## src/rtl/lpddr2_pkg.sv

```systemverilog
// Shared types and default widths for the CPU-to-LPDDR2 Avalon bridge.
package lpddr2_pkg;
  localparam int LPDDR2_ADDR_W = 27;
  localparam int LPDDR2_DATA_W = 32;

  localparam logic CMD_RD = 1'b0;
  localparam logic CMD_WR = 1'b1;

  typedef enum logic [2:0] {INIT, IDLE, WR, RD_CMD, RD_WAIT} bridge_state_t;

  typedef struct packed {
    logic                     kind;
    logic [LPDDR2_ADDR_W-1:0] addr;
    logic [LPDDR2_DATA_W-1:0] data;
  } mem_cmd_t;
endpackage

```

## src/rtl/lpddr2_avalon_bridge_req_edge_slot.sv

```systemverilog
// Request edge detect with a one-deep pending slot; hands the FSM the next
// command (slot first, then a fresh rise) whenever take is high.
module req_edge_slot
  import lpddr2_pkg::*;
#(
  parameter int ADDR_W = LPDDR2_ADDR_W,
  parameter int DATA_W = LPDDR2_DATA_W
) (
  input  logic              clk,
  input  logic              rst_n,
  input  logic              rreq,
  input  logic              wreq,
  input  logic [ADDR_W-1:0] addr,
  input  logic [DATA_W-1:0] wdata,
  input  logic              take,
  output logic              cmd_valid,
  output logic              cmd_kind,
  output logic [ADDR_W-1:0] cmd_addr,
  output logic [DATA_W-1:0] cmd_data,
  output logic              pend_valid,
  output logic              err_overflow
);
  typedef struct packed {
    logic              kind;
    logic [ADDR_W-1:0] addr;
    logic [DATA_W-1:0] data;
  } cmd_t;

  logic rreq_q, wreq_q, w_rise, r_rise;
  logic slot_v_q, slot_v_d, ovf_set;
  cmd_t slot_q, slot_d, new_w, new_r, first, cmd;

  assign w_rise = wreq & ~wreq_q;
  assign r_rise = rreq & ~rreq_q;
  assign new_w  = {CMD_WR, addr, wdata};
  assign new_r  = {CMD_RD, addr, {DATA_W{1'b0}}};
  // store-then-load when both rise together
  assign first  = w_rise ? new_w : new_r;

  always_comb begin
    cmd_valid = 1'b0;
    cmd       = slot_q;
    slot_v_d  = slot_v_q;
    slot_d    = slot_q;
    ovf_set   = 1'b0;
    if (take && !slot_v_q) begin
      cmd_valid = w_rise | r_rise;
      cmd       = first;
      if (w_rise && r_rise) begin
        slot_v_d = 1'b1;
        slot_d   = new_r;
      end
    end else begin
      if (take) begin
        cmd_valid = 1'b1;
        slot_v_d  = 1'b0;
      end
      // slot may have just been freed by take; only one new entry fits
      if (w_rise | r_rise) begin
        if (slot_v_d) begin
          ovf_set = 1'b1;
        end else begin
          slot_v_d = 1'b1;
          slot_d   = first;
          ovf_set  = w_rise & r_rise;
        end
      end
    end
  end

  always_ff @(posedge clk or negedge rst_n) begin
    if (!rst_n) begin
      rreq_q       <= 1'b0;
      wreq_q       <= 1'b0;
      slot_v_q     <= 1'b0;
      slot_q       <= '0;
      err_overflow <= 1'b0;
    end else begin
      rreq_q   <= rreq;
      wreq_q   <= wreq;
      slot_v_q <= slot_v_d;
      slot_q   <= slot_d;
      if (ovf_set) err_overflow <= 1'b1;
    end
  end

  assign cmd_kind   = cmd.kind;
  assign cmd_addr   = cmd.addr;
  assign cmd_data   = cmd.data;
  assign pend_valid = slot_v_q;
endmodule

```

## src/rtl/lpddr2_avalon_bridge.sv

```systemverilog
// Converts level-style CPU read/write requests into single-beat Avalon-MM
// transactions on the LPDDR2 controller local port.
module lpddr2_avalon_bridge
  import lpddr2_pkg::*;
#(
  parameter int ADDR_W  = LPDDR2_ADDR_W,
  parameter int DATA_W  = LPDDR2_DATA_W,
  parameter int TIMEOUT = 1023
) (
  input  logic                clk,
  input  logic                rst_n,
  input  logic [ADDR_W-1:0]   cpu_address,
  input  logic [DATA_W-1:0]   cpu_write_data,
  input  logic                cpu_rreq,
  input  logic                cpu_wreq,
  output logic [DATA_W-1:0]   cpu_read_data,
  output logic                cpu_busy,
  output logic                cpu_rdata_valid,
  input  logic                init_done,
  output logic [ADDR_W-1:0]   avm_address,
  output logic                avm_read,
  output logic                avm_write,
  output logic [DATA_W-1:0]   avm_writedata,
  output logic [DATA_W/8-1:0] avm_byteenable,
  input  logic                avm_waitrequest,
  input  logic [DATA_W-1:0]   avm_readdata,
  input  logic                avm_readdatavalid,
  output logic                err_timeout,
  output logic                err_overflow
);
  localparam int CNT_W = $clog2(TIMEOUT + 1);

  bridge_state_t     state, done_state;
  logic [ADDR_W-1:0] cmd_addr, sl_addr;
  logic [DATA_W-1:0] cmd_data, sl_data;
  logic [CNT_W-1:0]  cnt;
  logic              take, sl_valid, sl_kind, pend_valid;

  assign take = (state == IDLE) && init_done;
  // a lost init_done lets the current transaction finish, then parks in INIT
  assign done_state = init_done ? IDLE : INIT;

  req_edge_slot #(.ADDR_W(ADDR_W), .DATA_W(DATA_W)) u_slot (
    .clk          (clk),
    .rst_n        (rst_n),
    .rreq         (cpu_rreq),
    .wreq         (cpu_wreq),
    .addr         (cpu_address),
    .wdata        (cpu_write_data),
    .take         (take),
    .cmd_valid    (sl_valid),
    .cmd_kind     (sl_kind),
    .cmd_addr     (sl_addr),
    .cmd_data     (sl_data),
    .pend_valid   (pend_valid),
    .err_overflow (err_overflow)
  );

  always_ff @(posedge clk or negedge rst_n) begin
    if (!rst_n) begin
      state           <= INIT;
      cmd_addr        <= '0;
      cmd_data        <= '0;
      cnt             <= '0;
      cpu_read_data   <= '0;
      cpu_rdata_valid <= 1'b0;
      err_timeout     <= 1'b0;
    end else begin
      cpu_rdata_valid <= 1'b0;
      case (state)
        INIT: if (init_done) state <= IDLE;
        IDLE: begin
          if (!init_done) begin
            state <= INIT;
          end else if (sl_valid) begin
            cmd_addr <= sl_addr;
            cmd_data <= sl_data;
            state    <= (sl_kind == CMD_WR) ? WR : RD_CMD;
          end
        end
        WR: if (!avm_waitrequest) state <= done_state;
        RD_CMD: begin
          if (!avm_waitrequest) begin
            state <= RD_WAIT;
            cnt   <= '0;
          end
        end
        RD_WAIT: begin
          if (avm_readdatavalid) begin
            cpu_read_data   <= avm_readdata;
            cpu_rdata_valid <= 1'b1;
            state           <= done_state;
          end else if (cnt == CNT_W'(TIMEOUT - 1)) begin
            err_timeout <= 1'b1;
            state       <= done_state;
          end else begin
            cnt <= cnt + 1'b1;
          end
        end
        default: state <= INIT;
      endcase
    end
  end

  assign avm_address    = cmd_addr;
  assign avm_writedata  = cmd_data;
  assign avm_write      = (state == WR);
  assign avm_read       = (state == RD_CMD);
  assign avm_byteenable = '1;
  assign cpu_busy       = (state != IDLE) | pend_valid;
endmodule
```

## config.mk

```make
export PLATFORM = sky130hd
export DESIGN_NAME = lpddr2_avalon_bridge
export DESIGN_NICKNAME = d
export VERILOG_FILES = /design/src/rtl/lpddr2_pkg.sv /design/src/rtl/lpddr2_avalon_bridge_req_edge_slot.sv /design/src/rtl/lpddr2_avalon_bridge.sv
export SDC_FILE = /design/constraint.sdc
export NUM_CORES = 1
export LEC_CHECK = 0
export ABC_AREA = 1
export ABC_CLOCK_PERIOD_IN_PS = 2600
export CAP_MARGIN = 10
export CORE_MARGIN = 5
export CORE_UTILIZATION = 30
export DETAILED_ROUTE_END_ITERATION = 7
export PLACE_DENSITY = 0.55
export REMOVE_ABC_BUFFERS = 1
export SLEW_MARGIN = 10
export SYNTH_ARGS = -nofsm -noshare
export SYNTH_HDL_FRONTEND = slang
export SYNTH_SLANG_ARGS = --single-unit
```

## constraint.sdc

```tcl
create_clock -name clk -period 2.6 [get_ports clk]
set_input_delay 0.26 -clock clk [delete_from_list [all_inputs] [get_ports clk]]
set_output_delay 0.26 -clock clk [all_outputs]
set_load 0.01 [all_outputs]
```

==> results by group, run 1 <==
Run status
  • Status: finished, final reports clean

GRT
  • Via count of the first global-routing pass: 6604
  • Antenna violations before repair: 0
  • Overall fraction of global-route tracks in use: 0.148
  • Largest net degree at the start of global routing: 90
  • Wire length of the first global-routing pass: 35100 um
  • Grt total ovfl: 0

Placed design
  • Number of buffers added on ports: 194
  • Post-DP Area: roughly 10000 sq um
  • Total half-perimeter wirelength after legalization and detailed placement: roughly 14000 um
  • Weighted congestion at the end of routability-driven global placement: between 0.7 and 0.8

Detailed routing
  • Starting DRT DRC Count: 507
  • Number of antenna-violating nets in the routed design: 0
  • Post-detailed-route wirelength per cell: around 14 um
  • Post-detailed-route DRC marker count: 0
  • Final WL: 21300 um
  • Count of vias placed by the detailed router: 6802
  • Detailed Routing Iterations Pass 1: 5
  • Vias per cell: 4.52

Worst hold path
  • Start point of the worst hold path: cpu_rreq
  • Worst Hold End: u_slot.rreq_q
  • Cells on Worst Hold Path: 1
  • Path type of the worst min-delay path: in2reg

Clock network
  • TritonCTS Sinks: 170
  • Clock root buffer: sky130_fd_sc_hd__clkbuf_16
  • Post-CTS setup buffers: 0
  • CTS tree: done
  • Clock buffer count from CTS: 17
  • Maximum level of the CTS H-tree: 4
  • Maximum buffer depth of the clock tree: 2
  • Clock transition at the register clock pins on the worst setup and hold paths after CTS: 0.07 ns
  • Later-pin clock latency in the skew report: 0.43 ns
  • Number of cells upsized or downsized after cts: 0

Run
  • MaxCap Viol Count: 0

Timing
  • Transition time at the pin with the least slew margin: roughly 0.97 ns
  • Final critical delay including setup and external delays: 2.02 ns
  • Period utilisation layout: 0.776
  • RSZ-0062 raised after global routing: false
  • Slew HR: 0.350
  • Number of pins exceeding their max-slew limit in the final report: 0
  • Setup clock skew after layout: 0.0190 ns
  • Count of endpoints failing hold in the final timing report: 0
  • Fin Hold WS: 0.339 ns
  • Top achievable clock speed: just under 0.5 GHz
  • Count of final setup violators: 0

Power
  • Worst VDD drop: between 400 and 500 uV
  • Total power divided by cell area: 1070 nW/um^2
  • Cell leakage power: 5.28 nW

Setup path
  • Type of element launching the critical path: flop
  • Critical-path maximum fanout: 6
  • Number of cells traversed by the worst register-to-register path: 7
  • Startpoint-to-endpoint class of the critical path: reg2out
  • End of the worst register-to-register path: cpu_read_data[20]
  • Origin of the critical flop-to-flop path: state[0]
  • Critical path's slowest cell: sky130_fd_sc_hd__clkdlybuf4s50_1
  • Cell-by-cell trace of the critical path: inv_2 -> nand3_1 -> inv_1 -> clkdlybuf4s50_1
  • Data required time of the worst path: ~2.3 ns
  • Slack of the worst reg-to-reg path: 0.62 ns
  • Critical Path Sink Type: primary output
  • Slowest cell delay on critical path: roughly 0.56 ns
  • Arrival time at the worst endpoint: 1.76 ns

Yosys
  • Count of yosys warnings during synthesis: 0
  • Cells after synthesis: approximately 980
  • Unique cell type count in the Yosys netlist: 31
  • Synthesized cell area: a little under 8000 sq um
  • Total of flip-flops plus latches after synthesis: between 150 and 200
  • Average cell area after synthesis: 7.93 sq um
  • Portion of the post-synthesis area used by sequential elements: 0.545

Die
  • Core area: 25800 sq um
  • Row Count: 59
  • Initial standard-cell utilization of the core: 0.302
  • Floorplan die area: 29300 sq um
  • Vertical extent of the die: 171 um
  • Die width: 171 um
  • Boundary pin count: 199

Cells and area
  • Area growth from synthesis to final layout: 36.6%
  • Cell area after layout: 10700 sq um
  • Number of nets at the end of the flow: 1259
  • Share of cells above drive strength 1: 0.0555
  • Diodes inserted: 0
  • Number of filler cells placed in the layout: 2642
layout by cell type, fill, tap and decap left out, types with 3 or more instances in the layout:
master / n
sky130_fd_sc_hd__clkbuf_16: 17
sky130_fd_sc_hd__dfrtp_1: 170
sky130_fd_sc_hd__nand2_1: 492
sky130_fd_sc_hd__clkdlybuf4s50_1: 193
sky130_fd_sc_hd__nor2_1: 22
sky130_fd_sc_hd__nand2_4: 3
sky130_fd_sc_hd__bufinv_16: 3
sky130_fd_sc_hd__inv_6: 5
sky130_fd_sc_hd__nand4_1: 34
sky130_fd_sc_hd__nor2_4: 3
sky130_fd_sc_hd__buf_4: 13
sky130_fd_sc_hd__buf_12: 5
sky130_fd_sc_hd__o21ai_0: 72
sky130_fd_sc_hd__inv_1: 55
sky130_fd_sc_hd__o21bai_1: 3
sky130_fd_sc_hd__o21ai_1: 14
sky130_fd_sc_hd__nand3_1: 35
sky130_fd_sc_hd__conb_1: 4
critical path: cells and delay by family, from the launching register on:
| family | cells | cell delay [ns] |
|---|---|---|
| DFF | 1 | 0.38 |
| buffers and inverters | 3 | 0.80 |
| and+or+nand+nor | 1 | 0.16 |
final cells by class:
| class | count | area (sq um) | area share |
|---|---|---|---|
| clock buffers | 19 | 443 | 0.0415 |
| clock inverters | 12 | 163 | 0.0153 |
| inverters | 56 | 210 | 0.0197 |
| multi-input cells | 701 | 3020 | 0.283 |
| flip-flops and latches | 170 | 4250 | 0.399 |
| well taps | 335 | 419 | 0.0393 |
| repair buffers | 213 | 2150 | 0.202 |
synth_stat cells, drive strengths merged:
cell type | n | area [sq um]
a21oi | 3 | 18.8
a22oi | 1 | 7.51
buf | 46 | 299
clkbuf | 14 | 52.6
conb | 1 | 3.75
dfrtp | 170 | 4250
ha | 2 | 25.0
inv | 56 | 210
nand2 | 497 | 1890
nand3 | 36 | 185
nand3b | 1 | 7.51
nand4 | 34 | 213
nor2 | 26 | 115
o211ai | 1 | 7.51
o21ai | 89 | 457
o21bai | 3 | 22.5
or2 | 1 | 6.26
xnor2 | 2 | 17.5
xor2 | 1 | 8.76
report_power, final:
group          switching (mW)  internal (mW)
sequential              0.618           3.73
combinational            2.30           2.09
clock                    1.12           1.55
total                    4.04           7.38
cells by family (layout without fill, tap and decap cells):
logic type / Yosys count / after routing / share of synthesized area
buffers and inverters: 116 / 300 / 0.0720
adders and majority gates: 2 / 2 / 0.00321
DFF: 170 / 170 / 0.545
AOI/OAI and AO/OA: 97 / 97 / 0.0657
xor gates and xnor gates: 3 / 3 / 0.00337
and+or+nand+nor: 595 / 595 / 0.310
other: 1 / 4 / 0.000481
timing repair:
action                                  CTS  global route
hold endpoints to repair                 58             0
hold buffers                              1             0
endpoints found under the setup margin    0             0
worst max path at each step:
stage / cells past startpoint / to / startpoint / slack [ns]
after floorplan: 7 / avm_writedata[0] / u_slot.wreq_q / -1.74
after detailed placement: 10 / u_slot.slot_q[36] / cpu_wreq / 0.50
after global routing: 7 / cpu_read_data[6] / state[0] / 0.39
after CTS: 4 / avm_read / state[2] / 0.57
after global placement: 10 / u_slot.slot_q[55] / init_done / 0.54
final: 4 / avm_read / state[2] / 0.58
flip-flops by register name, indices dropped and copies added (netlist names):
name and flops:
avm_writedata 32, u_slot.pend_valid 1, cpu_rdata_valid 1, state 3, u_slot.err_overflow 1, u_slot.wreq_q 1
cpu_read_data 32, avm_address 27, cnt 10, err_timeout 1, u_slot.rreq_q 1, u_slot.slot_q 60
routing by layer:
metal | vias to the layer above | GRT usage | wire, um
met5 | - | 0 | 0
met4 | 0 | 0.0334 | 187
met3 | 17 | 0.0418 | 1510
met2 | 179 | 0.223 | 9220
met1 | 3174 | 0.212 | 10400
li1 | 3432 | - | -
per-stage QoR:
stage,util,std cells,setup WS [ns],power (mW),setup TNS (ns)
4_1_cts,0.413,1506,0.572,11.6,0
5_1_grt,0.413,1506,0.386,12.4,0
3_3_place_gp,0.389,1474,0.544,8.81,0
6_report,0.413,1506,0.582,11.4,0
3_5_place_dp,0.389,1474,0.499,8.87,0
2_1_floorplan,-,927,-1.74,6.52,-160.22
Power figures use the tool's default switching activity.
==> run 2, diff against run 1 <==
Settings changed: ABC_CLOCK_PERIOD_IN_PS 2600 to 1720, PLACE_DENSITY 0.55 to 0.57.
Clock period 2.6 ns to 1.72 ns, I/O delays scaled along.
==> results by group, run 2 (synthesis results as in run 1) <==
Detailed routing
  • Post-detailed-route wirelength per cell: 14.4 um (was 14.1 um)
  • Starting DRT DRC Count: 509 (was 507)
  • Number of antenna-violating nets in the routed design: 0 (unchanged)
  • Vias per cell: 4.45 (was 4.52)
  • Detailed Routing Iterations Pass 1: 4 (was 5)
  • Count of vias placed by the detailed router: 6836 (was 6802)
  • Final WL: 22200 um (was 21300 um)
  • Post-detailed-route DRC marker count: 0 (unchanged)

Run
  • MaxCap Viol Count: 0 (unchanged)

Cells and area
  • Commonest non-fill, non-tap cells in the layout: sky130_fd_sc_hd__nand2_1, sky130_fd_sc_hd__clkdlybuf4s50_1, sky130_fd_sc_hd__dfrtp_1 (unchanged)
  • Number of nets at the end of the flow: 1289 (was 1259)
  • Number of standard cells in the final layout excluding fillers: 1537 (was 1506)
  • Area growth from synthesis to final layout: 41.8% (was 36.6%)
  • Number of filler cells placed in the layout: 2538 (was 2642)
  • Most common library cell in the layout ignoring fill and taps: sky130_fd_sc_hd__nand2_1 (unchanged)
  • Fraction of the core area covered by cells at the end of the flow: 0.428 (was 0.413)
  • Share of cells above drive strength 1: 0.0857 (was 0.0555)
  • Largest register by flop count: u_slot.slot_q (unchanged)
  • Flip-flop count of the largest register after layout: 60 (unchanged)
  • Diodes inserted: 0 (unchanged)
  • Cell area after layout: 11100 sq um (was 10700 sq um)

Die
  • Floorplan die area: 29300 sq um (unchanged)
  • Boundary pin count: 199 (unchanged)
  • Die width: 171 um (unchanged)
  • Initial standard-cell utilization of the core: 0.302 (unchanged)
  • Row Count: 59 (unchanged)
  • Vertical extent of the die: 171 um (unchanged)
  • Core area: 25800 sq um (unchanged)

Timing
  • Period utilisation layout: 0.981
  • Number of pins exceeding their max-slew limit in the final report: 0 (unchanged)
  • Count of final setup violators: 0 (unchanged)
  • Count of endpoints failing hold in the final timing report: 0 (unchanged)
  • Post-route setup slack: 0.0325 ns (was 0.582 ns)
  • RSZ-0062 raised after global routing: true (was false)
  • Top achievable clock speed: 0.593 GHz
  • Setup TNS Final: 0 ns (unchanged)
  • Slew HR: 0.570 (was 0.350)
  • Transition time at the pin with the least slew margin: 0.645 ns (was 0.974 ns)
  • Fin Hold WS: 0.273 ns (was 0.339 ns)
  • Setup clock skew after layout: 0.00868 ns (was 0.0190 ns)
  • Final critical delay including setup and external delays: 1.69 ns

Placed design
  • Post-DP Area: 10300 sq um (was 10000 sq um)
  • Number of buffers added on ports: 194 (unchanged)
  • Total half-perimeter wirelength after legalization and detailed placement: 14900 um (was 14400 um)
  • Weighted congestion at the end of routability-driven global placement: 0.786 (was 0.771)
  • DP Worst Slack: -0.123 ns (was 0.499 ns)
  • Placed Instances: 1499 (was 1474)

Power
  • Total power divided by cell area: 1590 nW/um^2 (was 1070 nW/um^2)
  • Cell leakage power: 5.49 nW (was 5.28 nW)
  • Worst VDD drop: 638 uV (was 445 uV)
  • Sum of internal, switching and leakage power: 17.6 mW (was 11.4 mW)

Setup path
  • Slack of the worst reg-to-reg path: 0.03 ns (was 0.62 ns)
  • Origin of the critical flop-to-flop path: state[2] (was state[0])
  • Data required time of the worst path: 2.01 ns (was 2.34 ns)
  • Type of element launching the critical path: flop (unchanged)
  • End of the worst register-to-register path: avm_address[26] (was cpu_read_data[20])
  • Arrival time at the worst endpoint: 1.98 ns (was 1.76 ns)
  • Critical Path Sink Type: flop (was primary output)
  • Critical-path maximum fanout: 106 (was 6)
  • Startpoint-to-endpoint class of the critical path: reg2reg (was reg2out)
  • Number of cells traversed by the worst register-to-register path: 8 (was 7)

Worst hold path
  • Worst Hold End: u_slot.wreq_q (was u_slot.rreq_q)
  • Start point of the worst hold path: cpu_wreq (was cpu_rreq)
  • Cells on Worst Hold Path: 1 (unchanged)
  • Path type of the worst min-delay path: in2reg (unchanged)

Clock network
  • Clock buffer count from CTS: 17 (unchanged)
  • Clock root buffer: sky130_fd_sc_hd__clkbuf_16 (unchanged)
  • TritonCTS Sinks: 170 (unchanged)
  • Later-pin clock latency in the skew report: 0.41 ns (was 0.43 ns)
  • CTS tree: done (unchanged)
  • Clock transition at the register clock pins on the worst setup and hold paths after CTS: 0.07 ns (about the same)
  • Maximum buffer depth of the clock tree: 2 (unchanged)
  • Maximum level of the CTS H-tree: 4 (unchanged)

GRT
  • Overall fraction of global-route tracks in use: 0.147 (was 0.148)
  • Wire length of the first global-routing pass: 34500 um (was 35100 um)
  • Grt total ovfl: 0 (unchanged)
  • Via count of the first global-routing pass: 6444 (was 6604)
  • Antenna violations before repair: 1 (was 0)
  • Largest net degree at the start of global routing: 109 (was 90)

Run status
  • Status: finished, final reports clean (unchanged)
==> run 2: cell types whose count changed in the layout (fill, tap and decap cells not counted), moves of 3 or more <==
| cell | change |
|---|---|
| sky130_fd_sc_hd__buf_12 | +8 |
| sky130_fd_sc_hd__o21ai_1 | +5 |
| sky130_fd_sc_hd__clkdlybuf4s50_1 | -3 |
| sky130_fd_sc_hd__clkinv_4 | +3 |
| sky130_fd_sc_hd__o21ai_0 | -5 |
| sky130_fd_sc_hd__buf_4 | +18 |
==> run 2: metal layers <==
layer,GRT usage,share of wire,wire (um)
met1,0.206,0.47,10500
met2,0.227,0.44,9840
met3,0.0444,0.077,1710
met4,0.0300,0.0083,184
met5,0,0.00050,11
==> run 2: power breakdown <==
part	switching [mW]	internal, mW	total [mW]	leakage, nW
clock	1.65	2.05	3.71	0.278
combinational	3.72	3.61	7.33	3.04
sequential	0.926	5.65	6.58	2.17
total	6.30	11.3	17.6	5.49
==> run 2: worst max-delay path, stage by stage (launching register included) <==
cell	delay, ns
sky130_fd_sc_hd__dfrtp_1	0.39
sky130_fd_sc_hd__inv_2	0.07
sky130_fd_sc_hd__buf_4	0.14
sky130_fd_sc_hd__nand3_4	0.11
sky130_fd_sc_hd__nor2_4	0.12
sky130_fd_sc_hd__nand2_4	0.12
sky130_fd_sc_hd__buf_16	0.23
sky130_fd_sc_hd__o21ai_0	0.23
sky130_fd_sc_hd__o21ai_1	0.08
==> run 2: final cells by class <==
cell class,count,area [sq um],share of cell area
Clock buffer,19,443,0.0400
Clock inverter,13,119,0.0107
Inverter,56,210,0.0190
Multi-Input combinational cell,701,3060,0.277
Sequential cell,170,4260,0.385
Tap cell,335,419,0.0379
Timing Repair Buffer,243,2550,0.231
==> run 2: repair_timing <==
action,in CTS,in global routing
endpoints found under the hold margin,170,0
gates resized for setup,3,22
cloned,0,2
buffers inserted,1,2
setup endpoints to repair,3,70
hold buffers,1,0
==> run 2: how the worst max path moves through the flow <==
stage	end	cells past startpoint	slack [ns]	startpoint
final	avm_address[26]	8	0.03	state[2]
after global routing	avm_address[12]	9	-0.1	state[2]
after global placement	u_slot.slot_q[2]	11	-0.09	cpu_wreq
after detailed placement	u_slot.slot_q[6]	11	-0.12	cpu_wreq
after CTS	avm_write	4	-0.18	state[2]
after floorplan	avm_writedata[0]	7	-2.62	u_slot.wreq_q
==> run 3, diff against run 2 <==
Settings changed: CORE_MARGIN 5 to default.
==> results by group, run 3 (synthesis results as in run 1) <==
Placed design
  • Number of buffers added on ports: 194 (unchanged)
  • Total half-perimeter wirelength after legalization and detailed placement: 13800 um (was 14900 um)
  • Placed Instances: 1486 (was 1499)
  • Weighted congestion at the end of routability-driven global placement: 0.745 (was 0.786)

Setup path
  • Cell-by-cell trace of the critical path: inv_2 -> nand3_4 -> inv_1 -> nand2_1 -> dlygate4sd2_1 (was inv_2 -> buf_4 -> nand3_4 -> nor2_4 -> nand2_4 -> buf_16 -> o21ai_0 -> o21ai_1)
  • Critical path buffer and inverter count: 3 (unchanged)
  • Slack of the worst reg-to-reg path: 0.13 ns (was 0.03 ns)
  • Data required time of the worst path: 1.55 ns (was 2.01 ns)
  • Stages on worst setup path: 5 (was 8)
  • Critical Path Sink Type: primary output (was flop)
  • Worst setup path start: state[2] (unchanged)
  • End of the worst register-to-register path: avm_address[12] (was avm_address[26])
  • Critical-path maximum fanout: 4 (was 106)
  • Origin of the critical flop-to-flop path: state[2] (unchanged)
  • Startpoint-to-endpoint class of the critical path: reg2out (was reg2reg)
  • Type of element launching the critical path: flop (unchanged)
  • End point of the critical path: cpu_busy (was avm_address[26])
  • Slowest cell delay on critical path: 0.41 ns (was 0.39 ns)
  • Number of cells traversed by the worst register-to-register path: 7 (was 8)
  • Kind of cell adding the most delay to the critical path: buffers and inverters (unchanged)
  • Arrival time at the worst endpoint: 1.47 ns (was 1.98 ns)
  • Critical path's slowest cell: sky130_fd_sc_hd__dfrtp_1 (unchanged)

Clock network
  • Maximum buffer depth of the clock tree: 2 (unchanged)
  • Clock transition at the register clock pins on the worst setup and hold paths after CTS: 0.07 ns (about the same)
  • CTS tree: done (unchanged)
  • Maximum level of the CTS H-tree: 4 (unchanged)
  • Later-pin clock latency in the skew report: 0.42 ns (was 0.41 ns)
  • TritonCTS Sinks: 170 (unchanged)
  • Clock root buffer: sky130_fd_sc_hd__clkbuf_16 (unchanged)
  • Clock buffer count from CTS: 17 (unchanged)

Power
  • Pint: 11.5 mW (was 11.3 mW)
  • Worst VDD drop: 860 uV (was 638 uV)
  • Comb power frac: 0.392 (was 0.416)
  • Net switching fraction of the power: 0.348 (was 0.358)
  • Total power divided by cell area: 1610 nW/um^2 (was 1590 nW/um^2)
  • Cell leakage power: 5.40 nW (was 5.49 nW)
  • Psw: 6.12 mW (was 6.30 mW)
  • Clock network fraction of design power: 0.234 (was 0.210)
  • Share of total power in sequential cells: 0.374 (was 0.373)

Detailed routing
  • Count of vias placed by the detailed router: 6803 (was 6836)
  • Post-detailed-route DRC marker count: 0 (unchanged)
  • Post-detailed-route wirelength per cell: 13.7 um (was 14.4 um)
  • Final WL: 20800 um (was 22200 um)
  • Starting DRT DRC Count: 455 (was 509)
  • Vias per cell: 4.48 (was 4.45)
  • Detailed Routing Iterations Pass 1: 4 (unchanged)
  • Number of antenna-violating nets in the routed design: 0 (unchanged)

Cells and area
  • Area growth from synthesis to final layout: 39.8% (was 41.8%)
  • Number of standard cells in the final layout excluding fillers: 1520 (was 1537)
  • Number of nets at the end of the flow: 1278 (was 1289)
  • Diodes inserted: 0 (unchanged)
  • Number of filler cells placed in the layout: 2554 (was 2538)
  • Most common library cell in the layout ignoring fill and taps: sky130_fd_sc_hd__nand2_1 (unchanged)
  • Commonest non-fill, non-tap cells in the layout: sky130_fd_sc_hd__nand2_1, sky130_fd_sc_hd__clkdlybuf4s50_1, sky130_fd_sc_hd__dfrtp_1 (unchanged)
  • Flip-flop count of the largest register after layout: 60 (unchanged)
  • Share of cells above drive strength 1: 0.0739 (was 0.0857)
  • Fraction of the core area covered by cells at the end of the flow: 0.431 (was 0.428)
  • Largest register by flop count: u_slot.slot_q (unchanged)

GRT
  • Antenna violations before repair: 1 (unchanged)
  • Via count of the first global-routing pass: 6474 (was 6444)
  • Grt total ovfl: 0 (unchanged)
  • Wire length of the first global-routing pass: 33600 um (was 34500 um)
  • Most utilized layer in the global route result: met2 (unchanged)
  • Largest net degree at the start of global routing: 90 (was 109)
  • Met1 Use GR: 0.208 (was 0.206)
  • Met3 layer usage reported by global route: 0.0404 (was 0.0444)
  • GR met2 Demand/Resource: 0.261 (was 0.227)
  • Overall fraction of global-route tracks in use: 0.160 (was 0.147)

Run status
  • Status: finished, final reports clean (unchanged)

Die
  • Die width: 163 um (was 171 um)
  • Initial standard-cell utilization of the core: 0.308 (was 0.302)
  • Boundary pin count: 199 (unchanged)
  • Row Count: 58 (was 59)
  • Vertical extent of the die: 163 um (was 171 um)
  • Core area: 25300 sq um (was 25800 sq um)
  • Floorplan die area: 26700 sq um (was 29300 sq um)

Timing
  • Count of endpoints failing hold in the final timing report: 0 (unchanged)
  • Count of final setup violators: 0 (unchanged)
  • Period utilisation layout: 0.956 (was 0.981)
  • Setup clock skew after layout: 0.0132 ns (was 0.00868 ns)
  • Number of pins exceeding their max-slew limit in the final report: 0 (unchanged)
  • RSZ-0062 raised after global routing: true (unchanged)
  • Final critical delay including setup and external delays: 1.64 ns (was 1.69 ns)
  • Top achievable clock speed: 0.608 GHz (was 0.593 GHz)

Run
  • MaxCap Viol Count: 0 (unchanged)

Worst hold path
  • Path type of the worst min-delay path: in2reg (unchanged)
-- run 3: cell count changes in the layout (fill, tap and decap cells not counted), moves of 3 or more --
| cell | previous run | this run |
|---|---|---|
| sky130_fd_sc_hd__clkinv_2 | 4 | 1 |
| sky130_fd_sc_hd__bufinv_16 | 1 | 4 |
| sky130_fd_sc_hd__buf_4 | 31 | 25 |
| sky130_fd_sc_hd__dlygate4sd2_1 | 0 | 3 |
| sky130_fd_sc_hd__clkinv_4 | 3 | 0 |
| sky130_fd_sc_hd__o21ai_0 | 67 | 72 |
| sky130_fd_sc_hd__clkinvlp_4 | 1 | 4 |
| sky130_fd_sc_hd__o21ai_1 | 19 | 14 |
-- run 3: power by group through the flow --
stage / Sequential [mW] / Combinational [mW] / Clock [mW]
after floorplan: 6.93 / 2.92 / 0
after global placement: 6.62 / 6.87 / 0
after detailed placement: 6.63 / 6.96 / 0
after CTS: 6.59 / 7.01 / 4.25
after global routing: 6.77 / 7.80 / 4.41
final: 6.57 / 6.89 / 4.11
-- run 3: final cells by class --
cell class              count  area (sq um)  area share
repair buffers            232          2370       0.217
flip-flops and latches    170          4250       0.390
inverters                  56           210      0.0193
well taps                 330           413      0.0378
multi-input cells         701          3050       0.279
clock inverters            13           190      0.0174
clock buffers              18           429      0.0393
-- run 3: worst min-delay path by stage --
| stage | depth (start not counted) | slack, ns | to | startpoint |
|---|---|---|---|---|
| floorplan | 0 | -0.12 | avm_address[0] | rst_n |
| global placement | 1 | 0.14 | cpu_read_data[25] | rst_n |
| detailed placement | 1 | 0.14 | cpu_read_data[25] | rst_n |
| CTS | 1 | 0.19 | u_slot.wreq_q | cpu_wreq |
| global route | 1 | 0.21 | u_slot.wreq_q | cpu_wreq |
| finish | 1 | 0.22 | u_slot.wreq_q | cpu_wreq |
-- run 3: layer usage --
metal	part of all wire	vias to the layer above
li1	-	3464
met5	0.00058	-
met1	0.48	3142
met2	0.45	182
met4	0.0098	2
met3	0.066	13
-- run 3: what timing repair did --
| item | in CTS | in global routing |
|---|---|---|
| setup buffers | 1 | 1 |
| resized for setup | 5 | 5 |
| endpoints found under the setup margin | 3 | 45 |
| hold buffers | 1 | 0 |
| endpoints found under the hold margin | 40 | 0 |
| pin swaps | 0 | 0 |
-- run 3: stage by stage --
stage	setup TNS, ns	hold slack [ns]	worst slack, ns	cell area (sq um)	total power, mW
after detailed placement	-4.25	0.141	-0.0828	10200	13.6
after CTS	0	0.192	0.0282	10900	17.8
after global routing	-0.0158	0.210	-0.00659	10900	19.0
after floorplan	-275.78	-0.124	-2.62	7460	9.85
after global placement	-1.08	0.143	-0.0555	10200	13.5
final	0	0.216	0.0753	10900	17.6
